$ cat config.mk
export PLATFORM = sky130hd
export DESIGN_NAME = axilite2axi_pipe_flat
export DESIGN_NICKNAME = d
export VERILOG_FILES = /design/src/rtl/axilite2axi_pipe_if.sv /design/src/rtl/axilite2axi_pipe.sv /design/src/flat_wrapper.sv
export SDC_FILE = /design/constraint.sdc
export NUM_CORES = 1
export LEC_CHECK = 0
export ABC_AREA = 1
export ABC_CLOCK_PERIOD_IN_PS = 4300
export CAP_MARGIN = 25
export CORE_MARGIN = 2
export CORE_UTILIZATION = 45
export CTS_BUF_LIST = sky130_fd_sc_hd__clkbuf_8
export CTS_CLUSTER_DIAMETER = 50
export DETAILED_ROUTE_END_ITERATION = 10
export GPL_TIMING_DRIVEN = 0
export PLACE_DENSITY = 0.84
export SYNTH_ARGS = -nofsm -noshare
export SYNTH_HDL_FRONTEND = slang
export SYNTH_HIERARCHICAL = 1
export SYNTH_SLANG_ARGS = --single-unit
$ cat constraint.sdc
create_clock -name ACLK -period 4.3 [get_ports ACLK]
set_clock_uncertainty 0.1 [all_clocks]
set_input_delay 0.86 -clock ACLK [delete_from_list [all_inputs] [get_ports ACLK]]
set_output_delay 0.86 -clock ACLK [all_outputs]
set_load 0.02 [all_outputs]
$ cat src/rtl/axilite2axi_pipe_if.sv
// Bus bundles for the AXI-lite to AXI4 bridge: the AXI-lite upstream port
// and the single-beat AXI4 downstream port, each with master/slave views.

interface axil_if #(
    parameter int ADDR_W = 32,
    parameter int DATA_W = 32
);
    logic [ADDR_W-1:0]   awaddr;
    logic [2:0]          awprot;
    logic                awvalid;
    logic                awready;
    logic [DATA_W-1:0]   wdata;
    logic [DATA_W/8-1:0] wstrb;
    logic                wvalid;
    logic                wready;
    logic [1:0]          bresp;
    logic                bvalid;
    logic                bready;
    logic [ADDR_W-1:0]   araddr;
    logic [2:0]          arprot;
    logic                arvalid;
    logic                arready;
    logic [DATA_W-1:0]   rdata;
    logic [1:0]          rresp;
    logic                rvalid;
    logic                rready;

    modport master (
        output awaddr, awprot, awvalid, wdata, wstrb, wvalid, bready,
               araddr, arprot, arvalid, rready,
        input  awready, wready, bresp, bvalid, arready, rdata, rresp, rvalid
    );

    modport slave (
        input  awaddr, awprot, awvalid, wdata, wstrb, wvalid, bready,
               araddr, arprot, arvalid, rready,
        output awready, wready, bresp, bvalid, arready, rdata, rresp, rvalid
    );
endinterface

interface axi4_if #(
    parameter int ID_W   = 4,
    parameter int ADDR_W = 32,
    parameter int DATA_W = 32
);
    logic [ID_W-1:0]     awid;
    logic [ADDR_W-1:0]   awaddr;
    logic [7:0]          awlen;
    logic [2:0]          awsize;
    logic [1:0]          awburst;
    logic                awlock;
    logic [3:0]          awcache;
    logic [2:0]          awprot;
    logic [3:0]          awqos;
    logic                awvalid;
    logic                awready;
    logic [DATA_W-1:0]   wdata;
    logic [DATA_W/8-1:0] wstrb;
    logic                wlast;
    logic                wvalid;
    logic                wready;
    logic [ID_W-1:0]     bid;
    logic [1:0]          bresp;
    logic                bvalid;
    logic                bready;
    logic [ID_W-1:0]     arid;
    logic [ADDR_W-1:0]   araddr;
    logic [7:0]          arlen;
    logic [2:0]          arsize;
    logic [1:0]          arburst;
    logic                arlock;
    logic [3:0]          arcache;
    logic [2:0]          arprot;
    logic [3:0]          arqos;
    logic                arvalid;
    logic                arready;
    logic [ID_W-1:0]     rid;
    logic [DATA_W-1:0]   rdata;
    logic [1:0]          rresp;
    logic                rvalid;
    logic                rready;

    modport master (
        output awid, awaddr, awlen, awsize, awburst, awlock, awcache, awprot, awqos, awvalid,
               wdata, wstrb, wlast, wvalid, bready,
               arid, araddr, arlen, arsize, arburst, arlock, arcache, arprot, arqos, arvalid,
               rready,
        input  awready, wready, bid, bresp, bvalid, arready, rid, rdata, rresp, rvalid
    );

    modport slave (
        input  awid, awaddr, awlen, awsize, awburst, awlock, awcache, awprot, awqos, awvalid,
               wdata, wstrb, wlast, wvalid, bready,
               arid, araddr, arlen, arsize, arburst, arlock, arcache, arprot, arqos, arvalid,
               rready,
        output awready, wready, bid, bresp, bvalid, arready, rid, rdata, rresp, rvalid
    );
endinterface

$ cat src/rtl/axilite2axi_pipe.sv
// Pipelined AXI-lite slave to AXI4 master bridge with per-channel skid buffers
// and per-direction outstanding-transaction throttling.

module axilite2axi_pipe_skid #(
    parameter int W       = 8,
    parameter bit OPT_REG = 1'b1
) (
    input  logic         clk,
    input  logic         rst,
    input  logic         in_valid,
    output logic         in_ready,
    input  logic [W-1:0] in_data,
    output logic         out_valid,
    input  logic         out_ready,
    output logic [W-1:0] out_data
);
    generate
        if (OPT_REG) begin : g_reg
            logic         out_valid_r;
            logic         skid_valid_r;
            logic [W-1:0] out_data_r;
            logic [W-1:0] skid_data_r;
            logic         in_hs_s;
            logic         out_free_s;

            // The skid slot only fills while the output is stalled, so upstream
            // ready can be a plain register-derived signal.
            assign in_ready   = !skid_valid_r;
            assign in_hs_s    = in_valid && !skid_valid_r;
            assign out_free_s = !out_valid_r || out_ready;
            assign out_valid  = out_valid_r;
            assign out_data   = out_data_r;

            // Occupancy flags for the output and skid slots
            always_ff @(posedge clk) begin
                if (rst) begin
                    out_valid_r  <= 1'b0;
                    skid_valid_r <= 1'b0;
                end else if (out_free_s) begin
                    out_valid_r  <= skid_valid_r || in_hs_s;
                    skid_valid_r <= 1'b0;
                end else begin
                    out_valid_r  <= out_valid_r;
                    skid_valid_r <= skid_valid_r || in_hs_s;
                end
            end

            // Payload movement: skid drains first so ordering is preserved
            always_ff @(posedge clk) begin
                if (out_free_s) begin
                    if (skid_valid_r) begin
                        out_data_r <= skid_data_r;
                    end else if (in_hs_s) begin
                        out_data_r <= in_data;
                    end else begin
                        out_data_r <= out_data_r;
                    end
                end else if (in_hs_s) begin
                    skid_data_r <= in_data;
                end else begin
                    skid_data_r <= skid_data_r;
                end
            end
        end else begin : g_pass
            assign out_valid = in_valid;
            assign in_ready  = out_ready;
            assign out_data  = in_data;
        end
    endgenerate
endmodule

module axilite2axi_pipe #(
    parameter int C_AXI_ID_WIDTH   = 4,
    parameter int C_AXI_ADDR_WIDTH = 32,
    parameter int C_AXI_DATA_WIDTH = 32,
    parameter int C_AXI_WRITE_ID   = 0,
    parameter int C_AXI_READ_ID    = 0,
    parameter int LGMAXOUT         = 4,
    parameter int OPT_REGISTERED   = 1
) (
    input  logic                ACLK,
    input  logic                ARESET,
    axil_if.slave               s_axi,
    axi4_if.master              m_axi,
    output logic [LGMAXOUT-1:0] o_wr_count,
    output logic [LGMAXOUT-1:0] o_rd_count
);
    localparam int                  STRB_W    = C_AXI_DATA_WIDTH / 8;
    localparam int                  AX_W      = C_AXI_ADDR_WIDTH + 3;
    localparam int                  WD_W      = C_AXI_DATA_WIDTH + STRB_W;
    localparam int                  RD_W      = C_AXI_DATA_WIDTH + 2;
    localparam bit                  OPT_REG_C = (OPT_REGISTERED != 0);
    localparam logic [2:0]          AXSIZE_C  = 3'($clog2(C_AXI_DATA_WIDTH) - 3);
    localparam logic [LGMAXOUT-1:0] ZERO_C    = {LGMAXOUT{1'b0}};
    localparam logic [LGMAXOUT-1:0] ONE_C     = LGMAXOUT'(1'b1);
    localparam logic [LGMAXOUT-1:0] MAX_OUT_C = {LGMAXOUT{1'b1}};

    logic [LGMAXOUT-1:0] wr_count_r;
    logic [LGMAXOUT-1:0] rd_count_r;
    logic                wr_full_s;
    logic                rd_full_s;
    logic                aw_ready_s;
    logic                ar_ready_s;
    logic                aw_hs_s;
    logic                b_hs_s;
    logic                ar_hs_s;
    logic                r_hs_s;
    logic [AX_W-1:0]     aw_out_s;
    logic [WD_W-1:0]     w_out_s;
    logic [AX_W-1:0]     ar_out_s;
    logic [RD_W-1:0]     r_out_s;

    // Throttle on the registered count, so READY drops the cycle after the limit is hit
    assign wr_full_s = (wr_count_r == MAX_OUT_C);
    assign rd_full_s = (rd_count_r == MAX_OUT_C);

    assign s_axi.awready = aw_ready_s && !wr_full_s;
    assign s_axi.arready = ar_ready_s && !rd_full_s;

    assign aw_hs_s = s_axi.awvalid && s_axi.awready;
    assign b_hs_s  = s_axi.bvalid  && s_axi.bready;
    assign ar_hs_s = s_axi.arvalid && s_axi.arready;
    assign r_hs_s  = s_axi.rvalid  && s_axi.rready;

    axilite2axi_pipe_skid #(.W(AX_W), .OPT_REG(OPT_REG_C)) u_aw (
        .clk(ACLK), .rst(ARESET),
        .in_valid(s_axi.awvalid && !wr_full_s), .in_ready(aw_ready_s),
        .in_data({s_axi.awaddr, s_axi.awprot}),
        .out_valid(m_axi.awvalid), .out_ready(m_axi.awready), .out_data(aw_out_s)
    );

    axilite2axi_pipe_skid #(.W(WD_W), .OPT_REG(OPT_REG_C)) u_w (
        .clk(ACLK), .rst(ARESET),
        .in_valid(s_axi.wvalid), .in_ready(s_axi.wready),
        .in_data({s_axi.wdata, s_axi.wstrb}),
        .out_valid(m_axi.wvalid), .out_ready(m_axi.wready), .out_data(w_out_s)
    );

    axilite2axi_pipe_skid #(.W(2), .OPT_REG(OPT_REG_C)) u_b (
        .clk(ACLK), .rst(ARESET),
        .in_valid(m_axi.bvalid), .in_ready(m_axi.bready), .in_data(m_axi.bresp),
        .out_valid(s_axi.bvalid), .out_ready(s_axi.bready), .out_data(s_axi.bresp)
    );

    axilite2axi_pipe_skid #(.W(AX_W), .OPT_REG(OPT_REG_C)) u_ar (
        .clk(ACLK), .rst(ARESET),
        .in_valid(s_axi.arvalid && !rd_full_s), .in_ready(ar_ready_s),
        .in_data({s_axi.araddr, s_axi.arprot}),
        .out_valid(m_axi.arvalid), .out_ready(m_axi.arready), .out_data(ar_out_s)
    );

    axilite2axi_pipe_skid #(.W(RD_W), .OPT_REG(OPT_REG_C)) u_r (
        .clk(ACLK), .rst(ARESET),
        .in_valid(m_axi.rvalid), .in_ready(m_axi.rready),
        .in_data({m_axi.rdata, m_axi.rresp}),
        .out_valid(s_axi.rvalid), .out_ready(s_axi.rready), .out_data(r_out_s)
    );

    assign {m_axi.awaddr, m_axi.awprot} = aw_out_s;
    assign {m_axi.wdata, m_axi.wstrb}   = w_out_s;
    assign {m_axi.araddr, m_axi.arprot} = ar_out_s;
    assign {s_axi.rdata, s_axi.rresp}   = r_out_s;

    // Every transfer is a single INCR beat of full bus width
    assign m_axi.awid    = C_AXI_ID_WIDTH'(C_AXI_WRITE_ID);
    assign m_axi.awlen   = 8'h00;
    assign m_axi.awsize  = AXSIZE_C;
    assign m_axi.awburst = 2'b01;
    assign m_axi.awlock  = 1'b0;
    assign m_axi.awcache = 4'b0011;
    assign m_axi.awqos   = 4'h0;
    assign m_axi.wlast   = 1'b1;
    assign m_axi.arid    = C_AXI_ID_WIDTH'(C_AXI_READ_ID);
    assign m_axi.arlen   = 8'h00;
    assign m_axi.arsize  = AXSIZE_C;
    assign m_axi.arburst = 2'b01;
    assign m_axi.arlock  = 1'b0;
    assign m_axi.arcache = 4'b0011;
    assign m_axi.arqos   = 4'h0;

    // Outstanding-write count; saturates at both ends instead of wrapping
    always_ff @(posedge ACLK) begin
        if (ARESET) begin
            wr_count_r <= ZERO_C;
        end else if (aw_hs_s && !b_hs_s && !wr_full_s) begin
            wr_count_r <= wr_count_r + ONE_C;
        end else if (b_hs_s && !aw_hs_s && (wr_count_r != ZERO_C)) begin
            wr_count_r <= wr_count_r - ONE_C;
        end else begin
            wr_count_r <= wr_count_r;
        end
    end

    // Outstanding-read count; saturates at both ends instead of wrapping
    always_ff @(posedge ACLK) begin
        if (ARESET) begin
            rd_count_r <= ZERO_C;
        end else if (ar_hs_s && !r_hs_s && !rd_full_s) begin
            rd_count_r <= rd_count_r + ONE_C;
        end else if (r_hs_s && !ar_hs_s && (rd_count_r != ZERO_C)) begin
            rd_count_r <= rd_count_r - ONE_C;
        end else begin
            rd_count_r <= rd_count_r;
        end
    end

    assign o_wr_count = wr_count_r;
    assign o_rd_count = rd_count_r;
endmodule

$ cat src/flat_wrapper.sv
// flat-port wrapper written by rule: the top's interface ports become plain ports
module axilite2axi_pipe_flat 
#(
    parameter int C_AXI_ID_WIDTH   = 4,
    parameter int C_AXI_ADDR_WIDTH = 32,
    parameter int C_AXI_DATA_WIDTH = 32,
    parameter int C_AXI_WRITE_ID   = 0,
    parameter int C_AXI_READ_ID    = 0,
    parameter int LGMAXOUT         = 4,
    parameter int OPT_REGISTERED   = 1
)
  (ACLK, ARESET, o_wr_count, o_rd_count, s_axi_awaddr, s_axi_awprot, s_axi_awvalid, s_axi_wdata, s_axi_wstrb, s_axi_wvalid, s_axi_bready, s_axi_araddr, s_axi_arprot, s_axi_arvalid, s_axi_rready, s_axi_awready, s_axi_wready, s_axi_bresp, s_axi_bvalid, s_axi_arready, s_axi_rdata, s_axi_rresp, s_axi_rvalid, m_axi_awid, m_axi_awaddr, m_axi_awlen, m_axi_awsize, m_axi_awburst, m_axi_awlock, m_axi_awcache, m_axi_awprot, m_axi_awqos, m_axi_awvalid, m_axi_wdata, m_axi_wstrb, m_axi_wlast, m_axi_wvalid, m_axi_bready, m_axi_arid, m_axi_araddr, m_axi_arlen, m_axi_arsize, m_axi_arburst, m_axi_arlock, m_axi_arcache, m_axi_arprot, m_axi_arqos, m_axi_arvalid, m_axi_rready, m_axi_awready, m_axi_wready, m_axi_bid, m_axi_bresp, m_axi_bvalid, m_axi_arready, m_axi_rid, m_axi_rdata, m_axi_rresp, m_axi_rvalid);
  axil_if #(.ADDR_W((32)), .DATA_W((32))) s_axi_i ();
  axi4_if #(.ID_W((4)), .ADDR_W((32)), .DATA_W((32))) m_axi_i ();
  input  logic ACLK;
  input  logic ARESET;
  output logic [LGMAXOUT-1:0] o_wr_count;
  output logic [LGMAXOUT-1:0] o_rd_count;
  input wire logic [$bits(s_axi_i.awaddr)-1:0] s_axi_awaddr;
  input wire logic [$bits(s_axi_i.awprot)-1:0] s_axi_awprot;
  input wire logic [$bits(s_axi_i.awvalid)-1:0] s_axi_awvalid;
  input wire logic [$bits(s_axi_i.wdata)-1:0] s_axi_wdata;
  input wire logic [$bits(s_axi_i.wstrb)-1:0] s_axi_wstrb;
  input wire logic [$bits(s_axi_i.wvalid)-1:0] s_axi_wvalid;
  input wire logic [$bits(s_axi_i.bready)-1:0] s_axi_bready;
  input wire logic [$bits(s_axi_i.araddr)-1:0] s_axi_araddr;
  input wire logic [$bits(s_axi_i.arprot)-1:0] s_axi_arprot;
  input wire logic [$bits(s_axi_i.arvalid)-1:0] s_axi_arvalid;
  input wire logic [$bits(s_axi_i.rready)-1:0] s_axi_rready;
  output wire logic [$bits(s_axi_i.awready)-1:0] s_axi_awready;
  output wire logic [$bits(s_axi_i.wready)-1:0] s_axi_wready;
  output wire logic [$bits(s_axi_i.bresp)-1:0] s_axi_bresp;
  output wire logic [$bits(s_axi_i.bvalid)-1:0] s_axi_bvalid;
  output wire logic [$bits(s_axi_i.arready)-1:0] s_axi_arready;
  output wire logic [$bits(s_axi_i.rdata)-1:0] s_axi_rdata;
  output wire logic [$bits(s_axi_i.rresp)-1:0] s_axi_rresp;
  output wire logic [$bits(s_axi_i.rvalid)-1:0] s_axi_rvalid;
  output wire logic [$bits(m_axi_i.awid)-1:0] m_axi_awid;
  output wire logic [$bits(m_axi_i.awaddr)-1:0] m_axi_awaddr;
  output wire logic [$bits(m_axi_i.awlen)-1:0] m_axi_awlen;
  output wire logic [$bits(m_axi_i.awsize)-1:0] m_axi_awsize;
  output wire logic [$bits(m_axi_i.awburst)-1:0] m_axi_awburst;
  output wire logic [$bits(m_axi_i.awlock)-1:0] m_axi_awlock;
  output wire logic [$bits(m_axi_i.awcache)-1:0] m_axi_awcache;
  output wire logic [$bits(m_axi_i.awprot)-1:0] m_axi_awprot;
  output wire logic [$bits(m_axi_i.awqos)-1:0] m_axi_awqos;
  output wire logic [$bits(m_axi_i.awvalid)-1:0] m_axi_awvalid;
  output wire logic [$bits(m_axi_i.wdata)-1:0] m_axi_wdata;
  output wire logic [$bits(m_axi_i.wstrb)-1:0] m_axi_wstrb;
  output wire logic [$bits(m_axi_i.wlast)-1:0] m_axi_wlast;
  output wire logic [$bits(m_axi_i.wvalid)-1:0] m_axi_wvalid;
  output wire logic [$bits(m_axi_i.bready)-1:0] m_axi_bready;
  output wire logic [$bits(m_axi_i.arid)-1:0] m_axi_arid;
  output wire logic [$bits(m_axi_i.araddr)-1:0] m_axi_araddr;
  output wire logic [$bits(m_axi_i.arlen)-1:0] m_axi_arlen;
  output wire logic [$bits(m_axi_i.arsize)-1:0] m_axi_arsize;
  output wire logic [$bits(m_axi_i.arburst)-1:0] m_axi_arburst;
  output wire logic [$bits(m_axi_i.arlock)-1:0] m_axi_arlock;
  output wire logic [$bits(m_axi_i.arcache)-1:0] m_axi_arcache;
  output wire logic [$bits(m_axi_i.arprot)-1:0] m_axi_arprot;
  output wire logic [$bits(m_axi_i.arqos)-1:0] m_axi_arqos;
  output wire logic [$bits(m_axi_i.arvalid)-1:0] m_axi_arvalid;
  output wire logic [$bits(m_axi_i.rready)-1:0] m_axi_rready;
  input wire logic [$bits(m_axi_i.awready)-1:0] m_axi_awready;
  input wire logic [$bits(m_axi_i.wready)-1:0] m_axi_wready;
  input wire logic [$bits(m_axi_i.bid)-1:0] m_axi_bid;
  input wire logic [$bits(m_axi_i.bresp)-1:0] m_axi_bresp;
  input wire logic [$bits(m_axi_i.bvalid)-1:0] m_axi_bvalid;
  input wire logic [$bits(m_axi_i.arready)-1:0] m_axi_arready;
  input wire logic [$bits(m_axi_i.rid)-1:0] m_axi_rid;
  input wire logic [$bits(m_axi_i.rdata)-1:0] m_axi_rdata;
  input wire logic [$bits(m_axi_i.rresp)-1:0] m_axi_rresp;
  input wire logic [$bits(m_axi_i.rvalid)-1:0] m_axi_rvalid;
  assign s_axi_i.awaddr = s_axi_awaddr;
  assign s_axi_i.awprot = s_axi_awprot;
  assign s_axi_i.awvalid = s_axi_awvalid;
  assign s_axi_i.wdata = s_axi_wdata;
  assign s_axi_i.wstrb = s_axi_wstrb;
  assign s_axi_i.wvalid = s_axi_wvalid;
  assign s_axi_i.bready = s_axi_bready;
  assign s_axi_i.araddr = s_axi_araddr;
  assign s_axi_i.arprot = s_axi_arprot;
  assign s_axi_i.arvalid = s_axi_arvalid;
  assign s_axi_i.rready = s_axi_rready;
  assign s_axi_awready = s_axi_i.awready;
  assign s_axi_wready = s_axi_i.wready;
  assign s_axi_bresp = s_axi_i.bresp;
  assign s_axi_bvalid = s_axi_i.bvalid;
  assign s_axi_arready = s_axi_i.arready;
  assign s_axi_rdata = s_axi_i.rdata;
  assign s_axi_rresp = s_axi_i.rresp;
  assign s_axi_rvalid = s_axi_i.rvalid;
  assign m_axi_awid = m_axi_i.awid;
  assign m_axi_awaddr = m_axi_i.awaddr;
  assign m_axi_awlen = m_axi_i.awlen;
  assign m_axi_awsize = m_axi_i.awsize;
  assign m_axi_awburst = m_axi_i.awburst;
  assign m_axi_awlock = m_axi_i.awlock;
  assign m_axi_awcache = m_axi_i.awcache;
  assign m_axi_awprot = m_axi_i.awprot;
  assign m_axi_awqos = m_axi_i.awqos;
  assign m_axi_awvalid = m_axi_i.awvalid;
  assign m_axi_wdata = m_axi_i.wdata;
  assign m_axi_wstrb = m_axi_i.wstrb;
  assign m_axi_wlast = m_axi_i.wlast;
  assign m_axi_wvalid = m_axi_i.wvalid;
  assign m_axi_bready = m_axi_i.bready;
  assign m_axi_arid = m_axi_i.arid;
  assign m_axi_araddr = m_axi_i.araddr;
  assign m_axi_arlen = m_axi_i.arlen;
  assign m_axi_arsize = m_axi_i.arsize;
  assign m_axi_arburst = m_axi_i.arburst;
  assign m_axi_arlock = m_axi_i.arlock;
  assign m_axi_arcache = m_axi_i.arcache;
  assign m_axi_arprot = m_axi_i.arprot;
  assign m_axi_arqos = m_axi_i.arqos;
  assign m_axi_arvalid = m_axi_i.arvalid;
  assign m_axi_rready = m_axi_i.rready;
  assign m_axi_i.awready = m_axi_awready;
  assign m_axi_i.wready = m_axi_wready;
  assign m_axi_i.bid = m_axi_bid;
  assign m_axi_i.bresp = m_axi_bresp;
  assign m_axi_i.bvalid = m_axi_bvalid;
  assign m_axi_i.arready = m_axi_arready;
  assign m_axi_i.rid = m_axi_rid;
  assign m_axi_i.rdata = m_axi_rdata;
  assign m_axi_i.rresp = m_axi_rresp;
  assign m_axi_i.rvalid = m_axi_rvalid;
  axilite2axi_pipe #(.C_AXI_ID_WIDTH(C_AXI_ID_WIDTH), .C_AXI_ADDR_WIDTH(C_AXI_ADDR_WIDTH), .C_AXI_DATA_WIDTH(C_AXI_DATA_WIDTH), .C_AXI_WRITE_ID(C_AXI_WRITE_ID), .C_AXI_READ_ID(C_AXI_READ_ID), .LGMAXOUT(LGMAXOUT), .OPT_REGISTERED(OPT_REGISTERED)) u_core (.ACLK(ACLK), .ARESET(ARESET), .s_axi(s_axi_i), .m_axi(m_axi_i), .o_wr_count(o_wr_count), .o_rd_count(o_rd_count));
endmodule
## After elaboration in Yosys (flattened, before gate mapping)

Cells that the tools add are included.

| word-level totals | value |
|---|---|
| input bits | 162 |
| output and inout bits | 213 |
| flip-flop bits (word level) | 302 |
| word-level logic and storage cells | 118 |

| cells by class | value |
|---|---|
| eq/ne operators | 2 |
| reductions and logical operators | 71 |
| bitwise gates (word level) | 5 |
| $add $sub $neg | 4 |
| muxes and demuxes | 14 |

Operator list:

| cell | number |
|---|---|
| 2-to-1 mux 35 bit | 4 |
| 2-to-1 mux 36 bit | 2 |
| 2-to-1 mux 34 bit | 2 |
| logical AND 1 bit | 21 |
| AND reduction 2 bit | 10 |
| zero test 1 bit | 16 |
| 2-to-1 mux 4 bit | 4 |
| nonzero test 2 bit | 7 |
| logical OR 1 bit | 10 |
| OR reduction 2 bit | 5 |
| adder 4 x 1 -> 4 bit, second input constant | 2 |
| == test 4 bit, second input constant | 2 |
| nonzero test 4 bit | 2 |
| subtractor 4 x 1 -> 4 bit, second input constant | 2 |
| inverter 1 bit | 5 |
| 2-to-1 mux 2 bit | 2 |

## Depth between registers and ports, before layout

| depth | value |
|---|---|
| depth in word-level cells | 9 |
| mapped depth | 14 |

## Hierarchy

The synthesis kept the hierarchy.

By module, submodules not included:

| module | area each (µm²) | times used | cells an instance | sequential area each (µm²) |
|---|---|---|---|---|
| axilite2axi_pipe_skid (u_core.u_ar ...) | 2,635.0 | 2 | 195 | 2,142.1 |
| axilite2axi_pipe_skid (u_core.u_w) | 2,700.1 | 1 | 200 | 2,202.1 |
| axilite2axi_pipe_skid (u_core.u_r) | 2,612.5 | 1 | 190 | 2,082.0 |
| axilite2axi_pipe | 1,138.6 | 1 | 158 | 160.2 |
| axilite2axi_pipe_skid (u_core.u_b) | 229.0 | 1 | 23 | 160.2 |

## Worst setup path before layout

Ideal clock, no wire load.

| timing path | value |
|---|---|
| kind | input to register |
| start | input s_axi_arvalid |
| end | register u_core.u_ar.g_reg.out_data_r[0], in the netlist u_core/u_ar/out_data[0], enable pin |
| slack | 933 ps |
| cell stages on the path | 4 |
| buffers on the path | 0 |
| arrival time | 2,828 ps |
| cell sequence | inv_1 nor2_1 nor2_1 a21oi_1 |

| on the way | value |
|---|---|
| word-level cells in the longest chain between the ends | 4 |

Ends and longest elaborated chain:

| element | line | source |
|---|---|---|
| start, declared | flat_wrapper.sv:28 | `input wire logic [$bits(s_axi_i.arvalid)-1:0] s_axi_arvalid;` |
| logical AND 1 bit | axilite2axi_pipe.sv:147 | `.in_valid(s_axi.arvalid && !rd_full_s), .in_ready(ar_ready_s),` |
| logical AND 1 bit | axilite2axi_pipe.sv:29 | `assign in_hs_s = in_valid && !skid_valid_r;` |
| nonzero test 2 bit (no line) | - |  |
| AND reduction 2 bit (no line) | - |  |
| end signal, assigned | axilite2axi_pipe.sv:52 | `out_data_r <= skid_data_r;` |
| end signal, assigned | axilite2axi_pipe.sv:54 | `out_data_r <= in_data;` |
| end signal, assigned | axilite2axi_pipe.sv:56 | `out_data_r <= out_data_r;` |
| end, declared | axilite2axi_pipe.sv:21 | `logic [W-1:0] out_data_r;` |

Every way passes these cells.
A chain may end at the register's enable or synchronous reset.

## Worst setup path in the final report

| timing path | value |
|---|---|
| start | register u_core.u_aw.g_reg.skid_valid_r |
| end | output s_axi_awready |

| on the way | value |
|---|---|
| word-level cells in the longest chain between the ends | 2 |

Ends and longest elaborated chain:

| element | line | source |
|---|---|---|
| start, declared | axilite2axi_pipe.sv:20 | `logic skid_valid_r;` |
| start signal, assigned | axilite2axi_pipe.sv:44 | `skid_valid_r <= skid_valid_r \|\| in_hs_s;` |
| zero test 1 bit | axilite2axi_pipe.sv:28 | `assign in_ready = !skid_valid_r;` |
| named net u_core.aw_ready_s | axilite2axi_pipe.sv:102 | `logic aw_ready_s;` |
| logical AND 1 bit | axilite2axi_pipe.sv:117 | `assign s_axi.awready = aw_ready_s && !wr_full_s;` |
| end, declared | flat_wrapper.sv:30 | `output wire logic [$bits(s_axi_i.awready)-1:0] s_axi_awready;` |

The timed path passes the listed nets, and every way through them passes these cells.

==> run summary <==
outcome -> finished, final reports clean
Avg Cell Area, Syn -> 12.44 sq um
Hold Fails Final Rpt -> 0
Post-Place Cells -> 1666
vias in the first global route -> 8468
Setup violations, final -> 0
Post-Synth XOR/XNOR Area -> 0.1466%
Rel. slew slack -> 33.61%
total length of routed wires -> 28720 um
CTS max path bufs -> 3
Num CTS Buffers -> 49
initial core utilization -> 45.86%
DRC Markers -> 0
first-pass GRT wire length -> 44360 um
Core Region -> 26060 sq um
vias -> 8184
hpwl dp -> 20900 um
Final Cycle Share -> 69.87%
H-tree depth -> 2
RePlAce Congestion -> 0.8053
Max Fclk -> 332.8 MHz
Skew-Pair Late Insertion Delay -> 0.54 ns
gr ovfl total -> 0
adder-cell share of the synthesized area -> 0.7538%
R2R setup slack -> 2.05 ns
Hold Buf Count CTS -> 0
post-synthesis cell count -> 961
Tmin final -> 3.005 ns
Worst EP required -> 3.34 ns
GR Util All Layers -> 20.17%
leakage -> 6.909 nW
Netlist Area Pre-Place -> 11950 sq um
post-synthesis simple-gate area fraction -> 17.19%
Root Driver -> clkbuf_8
nets -> 1550
largest net degree at the start of global routing -> 36
delay-heaviest family, CP -> buffers and inverters
Final Total Pwr -> 0.006579 W
Internal -> 0.004929 W
Worst path max stage delay -> 0.63 ns
CTS sink count -> 302
RSZ-0062 raised after global routing -> no
IO buf count -> 313
DR WL/cell -> 16.36 um
Row Count -> 59
Slew @ Worst Pin -> 0.9935 ns
cts repair resizes -> 0
CP startpoint kind -> register
chip height -> 167.0 um
Final Util -> 64.41%
Die Wd -> 167.0 um
largest family of logic cells by synthesized area -> simple AND/OR/NAND/NOR gates
Unique masters post-synth -> 28
drt pass-1 iters -> 5
switch share -> 25.08%
Setup TNS -> 0 ns
Die Area -> 27880 sq um
Routed Antenna Nets -> 0
stages on the worst setup path -> 5
Sw Pwr -> 0.001650 W
Hold Path Depth -> 2
reg2reg path depth -> 7
area grow syn2layout -> 40.45%
Setup crit end kind -> output pin
CP max FO -> 12
CP max-delay cell -> clkdlybuf4s50_1
crit-path cells -> inv_2, buf_4, inv_1, nor2_1, clkdlybuf4s50_1
Post-CTS Setup Bufs -> 0
pwr dens -> 392.0 nW/um^2
sequential power share -> 52.6%
Setup CP Type -> register to output pin
initial antenna violation count -> 1
fraction of layout cells with a size suffix above 1 -> 13.73%
FF+latch count, synth -> 302
Peak VDD IR -> 0.2610 mV
post-synthesis mux area share -> 0%
synth warn -> 6
Hold WC Path Type -> register to register
Combinational Power Share -> 14.1%
Diodes inserted -> 0
max_cap viols -> 0
io pins -> 375
Cell Count, Final, Fillers Out -> 1755
Crit path buffers/inverters -> 4
Worst Path Arrival -> 2.04 ns
DRT iter0 DRCs -> 631
TritonCTS clock tree -> yes
Slew Limit Fails -> 0
Clock transition at path regs -> 0.06 ns
clock power share -> 33.2%
via-per-instance ratio -> 4.663
sequential fraction of the synthesis area -> 74.38%
post-synthesis compound-gate area fraction -> 0.9947%
## routing by layer
metal  vias up  GRT usage [%]  wire length [um]
li1       3956              -                 -
met1      3749          23.13             10620
met2       401          34.75             14360
met3        76          6.654              2668
met4         2          8.396              1049
met5         -              0                13
## flip-flops by register name, indices dropped and copies added (netlist names), 2 cells and up
signal                         count
u_core/u_w/g_reg.skid_data_r      36
u_core/u_w/out_data               36
u_core/u_ar/g_reg.skid_data_r     35
u_core/u_ar/out_data              35
u_core/u_aw/g_reg.skid_data_r     35
u_core/u_aw/out_data              35
u_core/u_r/g_reg.skid_data_r      34
u_core/u_r/out_data               34
u_core/o_rd_count                  4
u_core/o_wr_count                  4
u_core/u_b/g_reg.skid_data_r       2
u_core/u_b/out_data                2
## cells by family (layout without fill, tap and decap cells)
kind of cell	after synthesis	in the layout
DFF	302	302
buffers and inverters	119	527
other	2	53
xor gates and xnor gates	2	2
AOI/OAI and AO/OA	21	21
adders and majority gates	6	6
and+or+nand+nor	509	509
## path summary, 6_finish.rpt
| check | to | startpoint |
|---|---|---|
| worst max-delay path | s_axi_awready | u_core/u_aw/g_reg.skid_valid_r$_SDFF_PP0_ |
| worst min-delay path | u_core/u_aw/out_data[23]$_DFFE_PP_ | u_core/u_aw/g_reg.skid_data_r[23]$_DFFE_PP_ |
| worst max register to register | u_core/u_ar/g_reg.skid_data_r[31]$_DFFE_PP_ | u_core/o_rd_count[0]$_SDFFE_PP0P_ |
| worst min register to register | u_core/u_aw/out_data[23]$_DFFE_PP_ | u_core/u_aw/g_reg.skid_data_r[23]$_DFFE_PP_ |
## tightest hold or removal path, cell delays in order, from the launching register on
cell and delay, ns:
edfxtp_1 0.32, nand2_1 0.05, nand2_1 0.05
## stage by stage
step	worst slack (ns)	cell area [sq um]	hold WS, ns
3_5_place_dp	1.190	15920	0.4006
2_1_floorplan	0.9331	12140	0.3905
3_3_place_gp	-0.7201	15690	0.3963
4_1_cts	1.237	16780	0.4110
5_1_grt	1.096	16780	0.4360
6_report	1.295	16780	0.4097
## power by group through the flow
stage | clock [W] | sequential, W | combinational [W]
final | 0.00219 | 0.00346 | 0.000931
after global routing | 0.00238 | 0.00348 | 0.000997
after CTS | 0.00226 | 0.00347 | 0.000936
after detailed placement | 0 | 0.00352 | 0.000931
after global placement | 0 | 0.00353 | 0.000877
after floorplan | 0 | 0.00367 | 0.000298
## placed cells by master, fill, tap and decap left out, drive strengths merged
cell type	instances
a211oi	2
a21oi	11
buf	87
clkbuf	50
clkdlybuf4s50	313
clkinv	26
clkinvlp	1
conb	53
dfxtp	18
edfxtp	284
fa	2
ha	4
inv	50
nand2	458
nand3	15
nand4	4
nor2	32
o21ai	8
xnor2	2
## Yosys cell counts
master	n	area share (%)
a211oi_1	1	0.063
ha_1	4	0.42
xnor2_1	2	0.15
buf_2	12	0.50
nand4_4	2	0.36
nand3_1	11	0.46
o21ai_0	5	0.21
a21oi_1	10	0.42
buf_4	60	3.8
a21oi_2	1	0.073
inv_2	7	0.22
inv_4	1	0.052
nand2_2	14	0.73
o21ai_1	3	0.13
a211oi_2	1	0.10
fa_1	2	0.34
nand2_4	4	0.38
buf_12	1	0.17
edfxtp_1	284	71
conb_1	2	0.063
nand2_1	440	14
nand4_1	2	0.10
buf_8	2	0.25
inv_1	30	0.94
nor2_1	32	1.0
buf_6	6	0.57
nand3_2	4	0.34
dfxtp_1	18	3.0
## final cells by class
type | instances | area [sq um]
plain buffers | 81 | 628.1
clock buffers | 50 | 688.2
clock inverters | 39 | 176.4
fillers | 1852 | 9275
inverters | 38 | 145.1
multi-input cells | 591 | 2555
flip-flops and latches | 302 | 8889
well taps | 335 | 419.2
repair buffers | 319 | 3283
(Power assumes the default switching activity.)
